==> src/rtl/alu_pkg.sv <==
// rtl/alu_pkg.sv - funct codes and muldiv FSM state encoding shared by the ALU files
package alu_pkg;

   localparam logic [5:0] FN_SRL   = 6'd2;
   localparam logic [5:0] FN_MFHI  = 6'd16;
   localparam logic [5:0] FN_MFLO  = 6'd18;
   localparam logic [5:0] FN_MULT  = 6'd24;
   localparam logic [5:0] FN_MULTU = 6'd25;
   localparam logic [5:0] FN_DIV   = 6'd26;
   localparam logic [5:0] FN_DIVU  = 6'd27;
   localparam logic [5:0] FN_ADD   = 6'd32;
   localparam logic [5:0] FN_SUB   = 6'd34;
   localparam logic [5:0] FN_AND   = 6'd36;
   localparam logic [5:0] FN_OR    = 6'd37;
   localparam logic [5:0] FN_SLT   = 6'd42;

   typedef enum logic [1:0] {
      IDLE   = 2'd0,
      RUN    = 2'd1,
      FINISH = 2'd2
   } state_e;

endpackage

==> src/rtl/muldiv_core.sv <==
// rtl/muldiv_core.sv - iterative unsigned shift-add multiplier / restoring divider
// One iteration per cycle over a shared 2*WIDTH accumulator: {HI part, LO part}.
module muldiv_core
   import alu_pkg::*;
#(
   parameter int WIDTH = 32
) (
   input  logic             clk,
   input  logic             reset,
   input  logic             start,
   input  logic             op_div,
   input  logic [WIDTH-1:0] a,
   input  logic [WIDTH-1:0] b,
   output logic             busy,
   output logic             done,
   output logic [WIDTH-1:0] hi,
   output logic [WIDTH-1:0] lo
);

   localparam int CW = $clog2(WIDTH + 1);

   state_e               state_q, state_d;
   logic [CW-1:0]        cnt_q, cnt_d;
   logic [2*WIDTH-1:0]   acc_q, acc_d;
   logic [WIDTH-1:0]     dvsr_q, dvsr_d;
   logic                 div_q, div_d;
   logic [WIDTH:0]       add_sum;
   logic [WIDTH:0]       rem_try;
   logic [WIDTH:0]       rem_sub;

   always_comb begin
      state_d = state_q;
      cnt_d   = cnt_q;
      acc_d   = acc_q;
      dvsr_d  = dvsr_q;
      div_d   = div_q;
      add_sum = {1'b0, acc_q[2*WIDTH-1:WIDTH]} + {1'b0, dvsr_q};
      rem_try = {acc_q[2*WIDTH-1:WIDTH], acc_q[WIDTH-1]};
      rem_sub = rem_try - {1'b0, dvsr_q};
      case (state_q)
         IDLE: begin
            if (start) begin
               acc_d   = {{WIDTH{1'b0}}, a};
               dvsr_d  = b;
               div_d   = op_div;
               cnt_d   = CW'(WIDTH);
               state_d = RUN;
            end
         end
         RUN: begin
            if (div_q) begin
               // rem_sub[WIDTH] is the borrow: set means the trial remainder was smaller than the divisor
               if (!rem_sub[WIDTH])
                  acc_d = {rem_sub[WIDTH-1:0], acc_q[WIDTH-2:0], 1'b1};
               else
                  acc_d = {rem_try[WIDTH-1:0], acc_q[WIDTH-2:0], 1'b0};
            end else begin
               if (acc_q[0])
                  acc_d = {add_sum, acc_q[WIDTH-1:1]};
               else
                  acc_d = {1'b0, acc_q[2*WIDTH-1:1]};
            end
            cnt_d = cnt_q - 1'b1;
            if (cnt_q == CW'(1))
               state_d = FINISH;
         end
         FINISH: state_d = IDLE;
         default: state_d = IDLE;
      endcase
   end

   always_ff @(posedge clk) begin
      if (reset) begin
         state_q <= IDLE;
         cnt_q   <= '0;
         acc_q   <= '0;
         dvsr_q  <= '0;
         div_q   <= 1'b0;
      end else begin
         state_q <= state_d;
         cnt_q   <= cnt_d;
         acc_q   <= acc_d;
         dvsr_q  <= dvsr_d;
         div_q   <= div_d;
      end
   end

   assign busy = (state_q == RUN);
   assign done = (state_q == FINISH);
   assign hi   = acc_q[2*WIDTH-1:WIDTH];
   assign lo   = acc_q[WIDTH-1:0];

endmodule

==> src/rtl/alu_muldiv_param.sv <==
// rtl/alu_muldiv_param.sv - WIDTH-generic ALU with iterative muldiv and HI/LO pair
// Optional signed MULT/DIV enabled by defining SIGNED_MULDIV_EN.
module alu_muldiv_param
   import alu_pkg::*;
#(
   parameter int WIDTH   = 32,
   parameter int SHAMT_W = $clog2(WIDTH)
) (
   input  logic             clk,
   input  logic             reset,
   input  logic [WIDTH-1:0] dataA,
   input  logic [WIDTH-1:0] dataB,
   input  logic [5:0]       Signal,
   input  logic             start,
   output logic             busy,
   output logic             done,
   output logic [WIDTH-1:0] Output
);

   logic [WIDTH-1:0] out_q, out_d;
   logic [WIDTH-1:0] hi_q, hi_d;
   logic [WIDTH-1:0] lo_q, lo_d;
   logic             core_start, core_div;
   logic [WIDTH-1:0] core_a, core_b;
   logic             core_busy, core_done;
   logic [WIDTH-1:0] core_hi, core_lo;
   logic             accept;

`ifdef SIGNED_MULDIV_EN
   logic             smul_q, smul_d;
   logic             sdiv_q, sdiv_d;
   logic             qneg_q, qneg_d;
   logic             rneg_q, rneg_d;
   logic [WIDTH-1:0] mag_a, mag_b;
   logic [2*WIDTH-1:0] prod_neg;

   assign mag_a    = dataA[WIDTH-1] ? (~dataA + 1'b1) : dataA;
   assign mag_b    = dataB[WIDTH-1] ? (~dataB + 1'b1) : dataB;
   assign prod_neg = ~{core_hi, core_lo} + 1'b1;
`endif

   // Requests are only honoured while the core is neither iterating nor finishing.
   assign accept = start && !core_busy && !core_done;

   always_comb begin
      out_d      = out_q;
      hi_d       = hi_q;
      lo_d       = lo_q;
      core_start = 1'b0;
      core_div   = 1'b0;
      core_a     = dataA;
      core_b     = dataB;
`ifdef SIGNED_MULDIV_EN
      smul_d     = smul_q;
      sdiv_d     = sdiv_q;
      qneg_d     = qneg_q;
      rneg_d     = rneg_q;
`endif
      if (accept) begin
         case (Signal)
            FN_AND:  out_d = dataA & dataB;
            FN_OR:   out_d = dataA | dataB;
            FN_ADD:  out_d = dataA + dataB;
            FN_SUB:  out_d = dataA - dataB;
            FN_SLT:  out_d = {{(WIDTH-1){1'b0}}, ($signed(dataA) < $signed(dataB))};
            FN_SRL:  out_d = dataA >> dataB[SHAMT_W-1:0];
            FN_MFHI: out_d = hi_q;
            FN_MFLO: out_d = lo_q;
            FN_MULTU, FN_DIVU: begin
               core_start = 1'b1;
               core_div   = (Signal == FN_DIVU);
`ifdef SIGNED_MULDIV_EN
               smul_d = 1'b0;
               sdiv_d = 1'b0;
`endif
            end
`ifdef SIGNED_MULDIV_EN
            FN_MULT, FN_DIV: begin
               core_start = 1'b1;
               core_div   = (Signal == FN_DIV);
               core_a     = mag_a;
               core_b     = mag_b;
               smul_d     = (Signal == FN_MULT);
               sdiv_d     = (Signal == FN_DIV);
               qneg_d     = dataA[WIDTH-1] ^ dataB[WIDTH-1];
               rneg_d     = dataA[WIDTH-1];
            end
`endif
            default: out_d = '0;
         endcase
      end
      if (core_done) begin
         hi_d = core_hi;
         lo_d = core_lo;
`ifdef SIGNED_MULDIV_EN
         if (smul_q && qneg_q) begin
            hi_d = prod_neg[2*WIDTH-1:WIDTH];
            lo_d = prod_neg[WIDTH-1:0];
         end
         if (sdiv_q) begin
            if (qneg_q) lo_d = ~core_lo + 1'b1;
            if (rneg_q) hi_d = ~core_hi + 1'b1;
         end
`endif
      end
   end

   always_ff @(posedge clk) begin
      if (reset) begin
         out_q <= '0;
         hi_q  <= '0;
         lo_q  <= '0;
`ifdef SIGNED_MULDIV_EN
         smul_q <= 1'b0;
         sdiv_q <= 1'b0;
         qneg_q <= 1'b0;
         rneg_q <= 1'b0;
`endif
      end else begin
         out_q <= out_d;
         hi_q  <= hi_d;
         lo_q  <= lo_d;
`ifdef SIGNED_MULDIV_EN
         smul_q <= smul_d;
         sdiv_q <= sdiv_d;
         qneg_q <= qneg_d;
         rneg_q <= rneg_d;
`endif
      end
   end

   muldiv_core #(.WIDTH(WIDTH)) u_core (
      .clk    (clk),
      .reset  (reset),
      .start  (core_start),
      .op_div (core_div),
      .a      (core_a),
      .b      (core_b),
      .busy   (core_busy),
      .done   (core_done),
      .hi     (core_hi),
      .lo     (core_lo)
   );

   assign busy   = core_busy;
   assign done   = core_done;
   assign Output = out_q;

endmodule

==> config.mk <==
export PLATFORM = sky130hd
export DESIGN_NAME = alu_muldiv_param
export DESIGN_NICKNAME = d
export VERILOG_FILES = /design/src/rtl/alu_pkg.sv /design/src/rtl/muldiv_core.sv /design/src/rtl/alu_muldiv_param.sv
export SDC_FILE = /design/constraint.sdc
export NUM_CORES = 1
export LEC_CHECK = 0
export CAP_MARGIN = 0
export CORE_ASPECT_RATIO = 0.9
export CORE_MARGIN = 4
export CORE_UTILIZATION = 35
export CTS_BUF_LIST = sky130_fd_sc_hd__clkbuf_4 sky130_fd_sc_hd__clkbuf_8
export DETAILED_ROUTE_END_ITERATION = 6
export GPL_TIMING_DRIVEN = 1
export HOLD_SLACK_MARGIN = 0.15
export MAX_ROUTING_LAYER = met4
export PLACE_DENSITY = 0.61
export SYNTH_ARGS = -nofsm -noshare
export SYNTH_HDL_FRONTEND = slang
export SYNTH_SLANG_ARGS = --single-unit
==> constraint.sdc <==
create_clock -name clk -period 4.4 [get_ports clk]
set_input_delay 0.88 -clock clk [delete_from_list [all_inputs] [get_ports clk]]
set_output_delay 0.88 -clock clk [all_outputs]
set_load 0.01 [all_outputs]
---- Word-level counts from Yosys, hierarchy flattened ----
Cells that the tools add are included.
operators by class
  add/sub/neg operators ................... 5
  magnitude comparators ................... 1
  equal/unequal tests ..................... 15
  shifts and indexed selects .............. 1
  muxes and demuxes ....................... 15
  bitwise logic cells ..................... 3
  reductions and logical operators ........ 11
operators with widths
  kind                                                                   number
  32-bit case mux with 9 select lines                                    1
  64-bit two-way mux                                                     4
  64-bit case mux with 2 select lines                                    1
  32-bit by 32-bit adder with 33-bit output                              1
  33-bit by 32-bit subtractor with 33-bit output                         1
  32-bit adder                                                           1
  32-bit bitwise AND                                                     1
  32-bit less-than comparator                                            1
  32-bit OR                                                              1
  32-bit by 5-bit >> shifter with 32-bit output                          1
  32-bit subtractor                                                      1
  6-bit equality test, second input constant                             5
  6-bit by 5-bit equality test with 1-bit output, second input constant  4
  6-bit case mux with 2 select lines                                     1
  2-bit AND reduction                                                    4
  6-bit by 1-bit equality test with 1-bit output, second input constant  1
  6-bit by 2-bit equality test with 1-bit output, second input constant  1
  6-bit two-way mux                                                      1
  6-bit by 1-bit subtractor with 6-bit output, second input constant     1
  1-bit two-way mux                                                      4
  2-bit two-way mux                                                      2
  2-bit case mux with 2 select lines                                     1
  2-bit by 1-bit equality test with 1-bit output, second input constant  1
  2-bit equality test, second input constant                             1
  other kinds (8)                                                        10
word-level totals
  register bits ........................... 201
  input port bits ......................... 73
  output and inout bits ................... 34
  word-level logic and storage cells ...... 59

---- Depth between registers and ports, before layout ----
  depth after elaboration ................. 7
  mapped depth ............................ 14
  mapped depth without buffers ............ 13

---- Hierarchy ----
A second synthesis with hierarchy kept.
second synthesis, totals
  cells, all modules ...................... 2586
  area total of the unflattened synthesis .. 19251.0 um^2
modules (own cells, without submodules)
  module            instances  cells each  area an instance (um^2)  seq. area each (um^2)
  alu_muldiv_param  1          1366        10299.9                  1921.8
  muldiv_core       1          1220        8951.1                   2102.0

---- Worst setup path after synthesis ----
OpenSTA, ideal clock, no wires.
  path type ............................... input port to flip-flop
  from .................................... in dataB[2]
  to ...................................... reg out_q[27], in the netlist Output[27]
  setup time .............................. 0.117 ns
  arrival ................................. 4.128 ns
  data required time ...................... 4.283 ns
  slack ................................... 0.155 ns
  stages on the path ...................... 14
  buffers on the path ..................... 3
  cell sequence ........................... inv_1 buf_1 clkbuf_1 ha_1 clkbuf_1 nand2b_1 o211ai_1 a311oi_1 o22ai_2 o221ai_2 o221ai_2 a221o_1 a211o_1 a22o_1
between the ends
  longest elaborated chain between the ends .. 2
  elaborated cells on any way between the ends .. 4
  classes of those cells .................. add/sub (2); shift (1); mux (1)
ends and longest elaborated chain
  what                                       RTL line                 source
  start: declaration                         alu_muldiv_param.sv:12   input logic [WIDTH-1:0] dataB,
  32-bit subtractor (tied with other cells)  alu_muldiv_param.sv:64   FN_SUB: out_d = dataA - dataB;
  32-bit case mux with 9 select lines *      alu_muldiv_param.sv:60   case (Signal)
  end signal: assignment                     alu_muldiv_param.sv:120  out_q <= out_d;
  end: declaration                           alu_muldiv_param.sv:20   logic [WIDTH-1:0] out_q, out_d;
Mark *: on every way between the ends. The rest lies on a longest branch, timed or not.
A chain may end at the register's enable or synchronous reset.

---- Worst setup path after layout ----
  from .................................... in dataA[1]
  to ...................................... reg out_q[23], in the netlist Output[23]
between the ends
  longest elaborated chain between the ends .. 2
  elaborated cells on any way between the ends .. 4
  classes of those cells .................. add/sub (2); shift (1); mux (1)
ends and longest elaborated chain
  what                                       RTL line                source
  start: declaration                         alu_muldiv_param.sv:11  input logic [WIDTH-1:0] dataA,
  32-bit subtractor (tied with other cells)  alu_muldiv_param.sv:64
  32-bit case mux with 9 select lines *      alu_muldiv_param.sv:60
Marks and branches as above.

==> results.txt <==
- The clock arrives with 0.0380 ns of skew.
* Initial drt markers: 2049
- In the synthesized netlist the async set-or-reset flop fraction comes to 0%.
* Number of global-route vias before repair: 19.3k
* Horizontal die dimension: 252 um
* Ratio of total power to cell area: 245 nW/um2
- Yosys attributes the largest share of cell area to dfxtp_1 22%, ha_1 11%, nand2_1 8.7%.
- DRC errors left: 2
- Global routing met3 resource utilization: 3.31%
- The worst setup path is captured at a flip-flop.
- Critical path arrival: 4.38 ns
- Counting I/O delays and the setup requirement, the final critical path takes 3.89 ns.
* Count of cells resized by post-cts repair: 0
* CTS Root Cell: clkbuf_8
* Cell count of the worst hold path: 2
- Summed over all nets, the half-perimeter wirelength after detailed placement is 60700 um.
* Total wirelength of the detailed-routed design: 78200 um
- In this run the mean area of a mapped cell was 7.27 um2.
- For the worst setup path, the data required time is 4.90 ns.
* Min-Delay Startpoint: lo_q[24]$_SDFFE_PP0P_
* Cell variety after synth: 83
- The tightest hold path in the finished design has a slack of 0.453 ns.
- Summed instance area of the synthesized netlist: 18700 um2
- Initial antenna violation count: 1
* Remaining number of nets flagged by the antenna check after routing: 0
- Kind of critical path: in2reg
- Entering global routing, the biggest net connects 71 pins.
- Met1 layer usage reported by global route: 37.9%
- Max Fanout on Critical Path: 7
* Ratio of final minimum period to clock period: 88.3%
- Clock latency on the worst-skew pair, taken at its later pin, is 0.63 ns.
- Number of vias in the routed layout: 20.7k
- Worst R2R End: u_core.acc_q[37]$_SDFFE_PP0P_
* Proportion of synthesized chip area in sequential cells: 21.5%
- The initialized floorplan defines 80 standard-cell rows.
- The number of hold buffers added after CTS was 0.
* Number of buffers inserted to repair setup after CTS: 0
* Total leakage power: 8.71 nW
* Number of H-tree levels: 2
- Max-slew violation count: 0
- The layer flagged by global routing as most heavily used is met2.
- For hold timing, the worst endpoint is lo_q[24]$_SDFFE_PP0P_.
- Power Internal: 3.61 mW
* Num CTS Buffers: 40
- For the pin with the worst max-slew slack, the measured transition is 0.972 ns.
* Count of input and output buffers: 106
- Cells after DPL: 3369
* Nets: 2958
- Achievable Freq: 0.257 GHz
* Top-level I/O count: 107
* Clock tree from TritonCTS: built
- The first detailed-routing pass took 7 iterations.
* Number of flops mapped to enable cells by yosys: 0
- Setup repair after global routing left no endpoint under its margin.
* RePlAce Congestion: 1.02
- Final global-route overflow total: 0
- Violated checks: design-rule violations
* Max-Cap Viols: 0
* Vias per inst: 6.03
- The most used flip-flop cell after synthesis is dfxtp_1.
- After clock tree synthesis, the clock-pin slew on the worst setup and hold paths is 0.06 ns.
* R2R Setup Slk: 0.55 ns
- For this run, the total global-route usage over all layers was measured as 27.0%.
- Final setup vio count: 0
- Floorplan core area: 53000 um2
- In the post-synthesis netlist, the cell with the most instances is nand2_1.
- Hold Path Class: reg2reg
* Wire length per cell: 22.8 um
* Number of storage elements in the synthesis netlist: 201
* Worst-case headroom to the max-slew limit: 34.5%
- Summed over all instances, the cell type with the most area after synthesis is dfxtp_1.
- Routing usage on met2: 40.5%
- Wire length of the first global-routing pass: 118000 um
- The initial utilization of the core area, before any placement, comes to 35.3%.
- The worst-case IR drop observed on VDD is 171 uV.
- The die covers 57200 um2.
- The layout has 5420 filler cells.
- The tree built by TritonCTS fans out to 201 sinks.
- The share of total power dissipated in sequential elements is 34.5%.
- In this run switching power makes up 33.2% of total power.
* Commonest cells in the netlist: 435 x nand2_1, 289 x a21oi_1, 201 x dfxtp_1, 167 x ha_1, 156 x inv_1
- Yosys printed 0 warnings.
- The final hold violation count came to 0.
- Measured in cells, the most critical reg-to-reg path has a length of 14.
- Worst setup SP type: primary input
* Post-synth top area share: 21.5%
* Area overhead of the layout relative to synthesis: 18.3%
- The finished layout holds 3436 standard cells, fillers aside.
- The number of nets handed over by synthesis was 2815.
- Layout cell share with drive strength beyond 1: 10.9%
- The clock network is responsible for 39.6% of the overall power.
* Die Height: 227 um
- Switching power summed over all nets: 1.80 mW
- Combinational logic burns 25.9% of the power.
* Cell count after synthesis: 2571
* Total Neg Setup Slack: 0 ns
* Startpoint of the lowest-slack register-to-register path: u_core.acc_q[31]$_SDFFE_PP0P_
- Measured on the finished design, the core utilization comes to 41.8%.
- Result of the run: complete, but fails checks
- Max Buffers Root-to-Sink: 3
final cells by class:
cell class / count / area, um2 / share of cell area [%]
Multi-Input combinational cell: 2040 / 13400 / 60.7
Tap cell: 697 / 872 / 3.94
Antenna cell: 1 / 2.50 / 0.0113
Sequential cell: 201 / 4030 / 18.2
Clock buffer: 56 / 708 / 3.20
Clock inverter: 10 / 146 / 0.662
Inverter: 156 / 586 / 2.65
Timing Repair Buffer: 275 / 2350 / 10.6
power groups by stage:
stage / Clock [mW] / Combinational, mW / Sequential [mW]
finish: 2.14 / 1.40 / 1.87
global route: 2.26 / 1.50 / 1.87
CTS: 2.19 / 1.37 / 1.87
detailed placement: 0 / 1.36 / 1.90
global placement: 0 / 1.36 / 1.90
floorplan: 0 / 0.768 / 1.90
cell families (layout without fill, tap and decap cells):
| group | after synthesis | in the layout | share of synthesized area [%] |
|---|---|---|---|
| AOI/OAI and AO/OA | 914 | 914 | 32.8 |
| xor gates and xnor gates | 53 | 53 | 2.48 |
| adders and majority gates | 171 | 171 | 11.6 |
| buffers and inverters | 330 | 497 | 6.88 |
| DFF | 201 | 201 | 21.5 |
| muxes | 57 | 57 | 4.55 |
| other | 0 | 1 | 0 |
| and+or+nand+nor | 845 | 845 | 20.2 |
critical path, cell delays in order:
cell	delay [ns]
clkdlybuf4s50_1	0.55
buf_4	0.19
inv_1	0.05
ha_1	0.32
nor2_1	0.22
o211ai_1	0.17
a311oi_1	0.36
buf_4	0.20
o21ai_1	0.07
buf_4	0.15
o221ai_1	0.18
a221oi_1	0.16
a221o_1	0.32
a221o_1	0.34
a22o_1	0.20
how the worst max path moves through the flow:
stage	startpoint	endpoint	slack (ns)
floorplan	dataB[2]	Output[27]$_SDFFE_PP0P_	0.15
global placement	dataA[0]	Output[30]$_SDFFE_PP0P_	-0.11
detailed placement	dataA[0]	Output[30]$_SDFFE_PP0P_	-0.05
CTS	u_core.acc_q[31]$_SDFFE_PP0P_	u_core.acc_q[37]$_SDFFE_PP0P_	0.48
global route	dataA[0]	Output[30]$_SDFFE_PP0P_	0.29
finish	dataA[1]	Output[23]$_SDFFE_PP0P_	0.51
stage by stage:
stage                     total power, mW  worst slack (ns)  instance area [um2]
after CTS                            5.43             0.484                22100
after global placement               3.26            -0.113                21300
after global routing                 5.63             0.290                22100
after detailed placement             3.27           -0.0516                21300
after floorplan                      2.67             0.155                18700
final                                5.41             0.513                22100
state kept, by name, summed over array words and instances, names as in the netlist:
| register | count |
|---|---|
| u_core.dvsr_q | 32 |
| hi_q | 32 |
| u_core.acc_q | 64 |
| lo_q | 32 |
| u_core.state_q | 2 |
| u_core.div_q | 1 |
| Output | 32 |
| u_core.cnt_q | 6 |
metal layers:
metal,part of all wire (%),wire length (um),vias to the layer above
met5,0,0,-
met4,3.4,2680,0
met3,8.0,6230,158
met2,43,33800,939
met1,45,35500,9936
li1,-,-,9689
cells in the final DEF (no fill, tap or decap), types with 13 or more instances in the layout:
master / instances
nor3_1: 51
a211oi_1: 76
nor2b_1: 43
dfxtp_1: 200
clkdlybuf4s50_1: 103
nand4_1: 15
nand2b_1: 18
nand3_1: 38
a22oi_1: 25
a221oi_1: 24
a22o_1: 14
nor2_1: 150
o21bai_1: 20
a21oi_1: 289
mux4_2: 22
o21ai_0: 116
buf_4: 167
mux2i_1: 32
ha_1: 167
a311oi_1: 41
a32o_1: 15
o22ai_1: 13
o211ai_1: 55
inv_1: 155
xor2_1: 24
clkbuf_8: 46
a221o_1: 15
nand2_1: 435
a31oi_1: 36
o21a_1: 18
and2_1: 21
xnor2_1: 28
a21o_1: 38
Power figures use the tool's default switching activity.
